**src/rtl/mem_arbiter.sv**
```systemverilog
// Two-requester arbiter for a shared single-port memory.
// Data side wins ties unless the fetch side has waited STARVE_LIMIT grants.
module mem_arbiter #(
    parameter int WORD_BITWIDTH = 32,
    parameter int STARVE_LIMIT  = 4
) (
    input  logic                     clk,
    input  logic                     rst,
    input  logic                     i_req,
    input  logic [WORD_BITWIDTH-1:0] i_addr,
    output logic [WORD_BITWIDTH-1:0] i_rdata,
    output logic                     i_ack,
    input  logic                     d_req,
    input  logic                     d_we,
    input  logic [WORD_BITWIDTH-1:0] d_addr,
    input  logic [WORD_BITWIDTH-1:0] d_wdata,
    output logic [WORD_BITWIDTH-1:0] d_rdata,
    output logic                     d_ack,
    output logic                     m_req,
    output logic                     m_we,
    output logic [WORD_BITWIDTH-1:0] m_addr,
    output logic [WORD_BITWIDTH-1:0] m_wdata,
    input  logic [WORD_BITWIDTH-1:0] m_rdata,
    input  logic                     m_ack,
    output logic                     busy
);

    localparam logic [1:0] IDLE    = 2'd0;
    localparam logic [1:0] GRANT_I = 2'd1;
    localparam logic [1:0] GRANT_D = 2'd2;
    localparam logic [1:0] DONE    = 2'd3;

    localparam logic [3:0] LIMIT = 4'(STARVE_LIMIT);

    logic [1:0] state;
    logic [3:0] starve_cnt;
    logic       pick_i;
    logic       pick_d;

    always_comb begin
        pick_i = i_req && (!d_req || starve_cnt == LIMIT);
        pick_d = d_req && !pick_i;
    end

    always_ff @(posedge clk or negedge rst) begin
        if (!rst) begin
            state      <= IDLE;
            starve_cnt <= '0;
            m_req      <= 1'b0;
            m_we       <= 1'b0;
            m_addr     <= '0;
            m_wdata    <= '0;
            i_ack      <= 1'b0;
            d_ack      <= 1'b0;
            i_rdata    <= '0;
            d_rdata    <= '0;
            busy       <= 1'b0;
        end else begin
            i_ack <= 1'b0;
            d_ack <= 1'b0;
            unique case (state)
                IDLE: begin
                    unique case (1'b1)
                        pick_i: begin
                            state      <= GRANT_I;
                            m_req      <= 1'b1;
                            m_we       <= 1'b0;
                            m_addr     <= i_addr;
                            busy       <= 1'b1;
                            starve_cnt <= '0;
                        end
                        pick_d: begin
                            state   <= GRANT_D;
                            m_req   <= 1'b1;
                            m_we    <= d_we;
                            m_addr  <= d_addr;
                            m_wdata <= d_wdata;
                            busy    <= 1'b1;
                            // Only count grants that actually made a fetch wait
                            if (i_req && starve_cnt != LIMIT)
                                starve_cnt <= starve_cnt + 4'd1;
                        end
                        default: ;
                    endcase
                end
                GRANT_I: begin
                    if (m_ack) begin
                        state   <= DONE;
                        m_req   <= 1'b0;
                        m_we    <= 1'b0;
                        i_ack   <= 1'b1;
                        i_rdata <= m_rdata;
                    end
                end
                GRANT_D: begin
                    if (m_ack) begin
                        state <= DONE;
                        m_req <= 1'b0;
                        m_we  <= 1'b0;
                        d_ack <= 1'b1;
                        if (!m_we)
                            d_rdata <= m_rdata;
                    end
                end
                DONE: begin
                    state <= IDLE;
                    busy  <= 1'b0;
                end
                default: state <= IDLE;
            endcase
        end
    end

endmodule

```
**config.mk**
```make
export PLATFORM = sky130hd
export DESIGN_NAME = mem_arbiter
export DESIGN_NICKNAME = d
export VERILOG_FILES = /design/src/rtl/mem_arbiter.sv
export SDC_FILE = /design/constraint.sdc
export NUM_CORES = 1
export LEC_CHECK = 0
export BUFFER_PORTS_ARGS = -buffer_cell sky130_fd_sc_hd__buf_2
export CORE_ASPECT_RATIO = 1.25
export CORE_UTILIZATION = 42
export CTS_CLUSTER_DIAMETER = 80
export DETAILED_ROUTE_END_ITERATION = 6
export GPL_TIMING_DRIVEN = 0
export PLACE_DENSITY = 0.73
export SYNTH_ARGS = -nofsm -noshare
export SYNTH_HDL_FRONTEND = slang
export SYNTH_SLANG_ARGS = --single-unit
```
**constraint.sdc**
```tcl
create_clock -name clk -period 1.47 [get_ports clk]
set_clock_uncertainty 0.05 [all_clocks]
set_input_delay 0.294 -clock clk [delete_from_list [all_inputs] [get_ports clk]]
set_output_delay 0.294 -clock clk [all_outputs]
set_load 0.01 [all_outputs]
```
# After elaboration in Yosys (flattened, before gate mapping)
# Index checks and enable logic that the tools add are counted.
[word_totals]
register_bits = 139
elab_cells = 58
[op_classes]
addsub = 1
n_eq_ne = 9
muxes = 15
bitwise_logic = 1
n_reduce_logical = 21
[op_table]
columns = ["operator", "n"]
rows = [
  ["$pmux 32 s2", 1],
  ["$reduce_and 3->1", 4],
  ["$reduce_and 2->1", 5],
  ["$pmux 1 s2", 4],
  ["$pmux 4 s2", 1],
  ["$pmux 2 s3", 1],
  ["$reduce_bool 2->1", 3],
  ["$mux 1", 5],
  ["$add 4x1->4 const B", 1],
  ["$eq 2x2->1 const B", 2],
  ["$eq 4x3->1 const B", 1],
  ["$mux 4", 1],
  ["$ne 2x1->1 const B", 2],
  ["$ne 4x3->1 const B", 1],
  ["$pmux 2 s2", 1],
  ["$reduce_or 2->1", 2],
  ["$logic_and 1x1->1", 3],
  ["$ne 3x3->1 const B", 1],
  ["$eq 2x1->1 const B", 1],
  ["$logic_not 1->1", 2],
  ["$logic_not 2->1", 1],
  ["$mux 2", 1],
  ["$ne 2x2->1 const B", 1],
  ["$logic_or 1x1->1", 1],
  ["$not 1->1", 1],
]

# Logic depth before layout (Yosys ltp)
[depth]
word_depth = 8
depth_mapped = 7

# Worst setup path before layout
# Ideal clock, no wire load.
[synth_path]
path_kind = "reg2reg"
start = "reg state[0]"
end = "reg d_rdata[10]"
t_arrival_ns = 1.452
setup_slack_ns = -0.157
path_stages_with_launch = 7
path_buffers = 1
synth_period_minus_slack_ns = 1.627
cell_sequence = "dfrtp_1 inv_1 ha_1 and2_1 nand2_1 buf_2 mux2_2"
[synth_between]
elab_chain_cells = 2
[synth_lines]
columns = ["element", "line_no", "text"]
rows = [
  ["from (decl)", "35", "logic [1:0] state;"],
  ["from (signal assigned)", "47", "state <= IDLE;"],
  ["from (signal assigned)", "65", "state <= GRANT_I;"],
  ["from (signal assigned)", "73", "state <= GRANT_D;"],
  ["$eq 2x2->1", "61", "unique case (state)"],
  ["$reduce_and 3->1 (no line)", "--", ""],
  ["to (signal assigned)", "102", "d_rdata <= m_rdata;"],
  ["to (decl)", "17", "output logic [WORD_BITWIDTH-1:0] d_rdata,"],
]
# Every way passes these cells.
# A chain may end at the register's enable or synchronous reset.

# Final worst setup path
[layout_path]
start = "reg starve_cnt[0]"
end = "reg m_wdata[19]"
[layout_between]
elab_chain_cells = 6
[layout_lines]
columns = ["element", "line_no", "text"]
rows = [
  ["from (decl)", "36", "logic [3:0] starve_cnt;"],
  ["from (signal assigned)", "81", "starve_cnt <= starve_cnt + 4'd1;"],
  ["$eq 4x3->1", "41", "pick_i = i_req && (!d_req || starve_cnt == LIMIT);"],
  ["$logic_or 1x1->1", "41", ""],
  ["$logic_and 1x1->1", "41", ""],
  ["$logic_not 1->1", "42", "pick_d = d_req && !pick_i;"],
  ["$logic_and 1x1->1", "42", ""],
  ["$reduce_and 2->1 (no line)", "--", ""],
  ["to (signal assigned)", "77", "m_wdata <= d_wdata;"],
  ["to (decl)", "22", "output logic [WORD_BITWIDTH-1:0] m_wdata,"],
]
# Every way passes these cells.

==> results by group <==
Floorplan
  • Die width: 107 um
  • DIE AREA: 14200 sq um
  • Row cnt: 47
  • Chip Height: 133 um
  • I/O pin cnt: 267
  • CORE AREA: 13300 sq um
  • Starting Density: 43.3%

Clock network
  • Worst-path clk slew: 70 ps
  • H-tree depth: 4
  • Total clock buffers created by CTS: 17
  • CTS sink count: 139
  • Clk Latency, worst-skew pair: 410 ps
  • Clk root buf: clkbuf_16
  • CTS tree: built
  • Clock Path Buffers: 2

Cells and area
  • Syn-to-layout area delta: 58.5%
  • Final Cell Area: 9110 sq um
  • Share of cells above drive strength 1: 61.0%
  • Nets: 909
  • Post-Layout Cell Count: 952

Pwr
  • Sw Share: 34.5%
  • Sequential share of power: 32.6%
  • Power after layout: 21.1 mW
  • PwrDens: 2320 nW/um^2
  • Switch Pwr: 7.30 mW
  • Leakage: 4.73 nW
  • Share of total power in the clock network: 21.2%
  • Comb power frac: 46.2%
  • P_int: 13.8 mW
  • Maximum VDD drop: 1.19 mV

Routing
  • Routed length per instance: 19.0 um
  • 1st-iter DRT viols: 238
  • Vias per cell: 5.20
  • Antenna viol nets, final: 0
  • Final WL: 18.1 mm
  • # DRC: 0
  • Drt pass-1 iters: 5
  • Via count: 4946

Setup path
  • Setup CP Type: flop to flop
  • CP Depth: 7
  • Crit-path cells: inv_2, ha_4, nand4b_1, nand3_4, buf_12, buf_12, mux2_4
  • WP data arrival: 1910 ps
  • Most used cell, CP: buf_12
  • CP top delay family: flip-flops
  • Cells on worst reg2reg path: 7
  • Slowest-stage cell, CP: dfrtp_1
  • Critical Path Start Type: flop
  • Req. time, crit path: 1710 ps
  • Crit path capture type: flop
  • Worst-path maximum fanout: 5
  • Crit path largest cell delay: 390 ps
  • Crit path buffers/inverters: 3

Yosys
  • Synth area leaders: dfrtp_1, mux2_2, nand2_1
  • Most frequent cell after synthesis: dfrtp_1
  • Synth Net Count: 591
  • Post-Syn Area: 5750 sq um
  • Post-synth top cells: dfrtp_1, mux2_2, nand2_1
  • Sequential area share after synthesis: 60.5%
  • EDFF count, synth: 0
  • Synthesized instance count: 450
  • Synthesized area per cell: 12.8 sq um
  • Post-synth ARST share: 100%
  • #FFs+latches synth: 139
  • Post-synth top flop: dfrtp_1
  • YS warnings: 0
  • Area leader, netlist: dfrtp_1
  • Count of different cell masters after synthesis: 27
  • Yosys top cell area share: 60.5%

Place
  • Detailed Place HPWL: 11.6 mm
  • Post-Place Setup Slack: -287 ps
  • DP Cell Count: 887
  • I/O Buffers: 265
  • Post-place instance area: 7510 sq um
  • GP Congestion: 0.750

Global route
  • Largest net degree at the start of global routing: 93
  • GRT Resource Usage Total: 25.1%
  • Gr ovfl total: 0
  • First-pass GRT wire length: 27.4 mm
  • Antenna violations before repair: 3
  • Vias in the first global route: 5233

STA
  • Slew Limit Fails: 0
  • Fin crit share: 114%
  • Fmax: 599 MHz
  • Final setup fails: 113
  • Min Tclk post-route: 1670 ps
  • Final setup margin: -200 ps
  • RSZ-0062 raised after global routing: true
  • Worst slew margin: 67.8%
  • Worst Tran Pin Value: 483 ps
  • Final Hold Fails: 0

Status
  • Failing checks: negative setup slack
  • Status: finished with violations

Run
  • Max-Cap Viols: 0

Min path
  • Worst hold path class: input port to flop
  • Hold path cells: 2
-- worst register-to-register path, cell delays in order (launching register included) --
cell	delay (ps)
dfrtp_1	390
inv_2	80
ha_4	120
nand4b_1	170
nand3_4	160
buf_12	140
buf_12	120
mux2_4	330
-- cells in the final DEF (no fill, tap or decap), types with 6 or more instances in the layout --
cell       count
nand4_1       33
buf_16         6
dfrtp_1      137
buf_2        266
o211ai_1      32
nand2_1       70
clkbuf_16     20
inv_1          6
mux2_2        16
buf_12        11
buf_6         10
mux2_4        81
buf_8          7
buf_4         15
-- per-layer routing --
| layer | global-route usage, % | vias up | part of all wire (%) |
|---|---|---|---|
| li1 | - | 2242 | - |
| met5 | 0 | - | 0.061 |
| met1 | 28.1 | 2445 | 38 |
| met4 | 8.37 | 2 | 2.3 |
| met3 | 7.19 | 29 | 6.6 |
| met2 | 45.3 | 228 | 53 |
-- stage by stage --
stage / setup TNS, ps / hold slack, ps / util, %
3_5_place_dp: -24870 / 218 / 56.5
5_1_grt: -19110 / 51.7 / 68.6
3_3_place_gp: -264710 / 428 / 56.2
4_1_cts: -13490 / 47.5 / 67.5
2_1_floorplan: -1120 / -51.6 / -
6_report: -12240 / 63.8 / 68.6
-- power groups by stage --
stage / Combinational, mW / Clock (mW) / Sequential, mW
5_1_grt: 10.4 / 4.73 / 7.07
3_3_place_gp: 7.37 / 0 / 6.66
3_5_place_dp: 7.64 / 0 / 6.78
4_1_cts: 9.32 / 4.56 / 6.78
2_1_floorplan: 3.67 / 0 / 7.62
6_report: 9.77 / 4.48 / 6.88
-- cells by family (layout without fill, tap and decap cells) --
family | count (synthesis) | after routing | share of synthesized area [%]
DFF | 139 | 139 | 60.5
muxes | 101 | 101 | 19.7
other | 0 | 1 | 0
buffers and inverters | 42 | 372 | 3.24
adders and majority gates | 7 | 7 | 1.52
AOI/OAI and AO/OA | 44 | 44 | 5.44
and+or+nand+nor | 117 | 117 | 9.64
-- worst paths after layout --
kind | start | to | slack (ps)
setup / recovery | starve_cnt[0] | m_wdata[19] | -200
hold / removal | d_wdata[7] | m_wdata[7] | 60
setup reg to reg | starve_cnt[0] | m_wdata[19] | -200
hold reg to reg | m_addr[16] | m_addr[16] | 440
max in group asynchronous | rst | state[1] | 220
min in group asynchronous | rst | m_wdata[18] | 340
-- final cells by class --
class / count / area (sq um)
Clock buffer: 17 / 425
Timing Repair Buffer: 300 / 1850
Buffer: 31 / 383
Multi-Input combinational cell: 269 / 2530
Inverter: 10 / 42.5
Antenna cell: 1 / 2.50
Fill cell: 966 / 4180
Clock inverter: 14 / 188
Sequential cell: 139 / 3480
Tap cell: 171 / 214
-- registers in the layout, summed over array words and instances (netlist names) --
signal and cells:
i_ack 1, d_rdata 32, m_req 1, d_ack 1
m_we 1, i_rdata 32, m_wdata 32, state 2
busy 1, m_addr 32, starve_cnt 4
-- what timing repair did --
action / CTS / global route
hold endpoints to repair: 47 / 0
resized for setup: 111 / 34
hold buffers: 1 / 0
pin swaps: 24 / 4
setup endpoints to repair: 132 / 137
buffers inserted: 18 / 6
gates cloned: 10 / 2
Note: power is estimated with default switching activity, not from simulation.
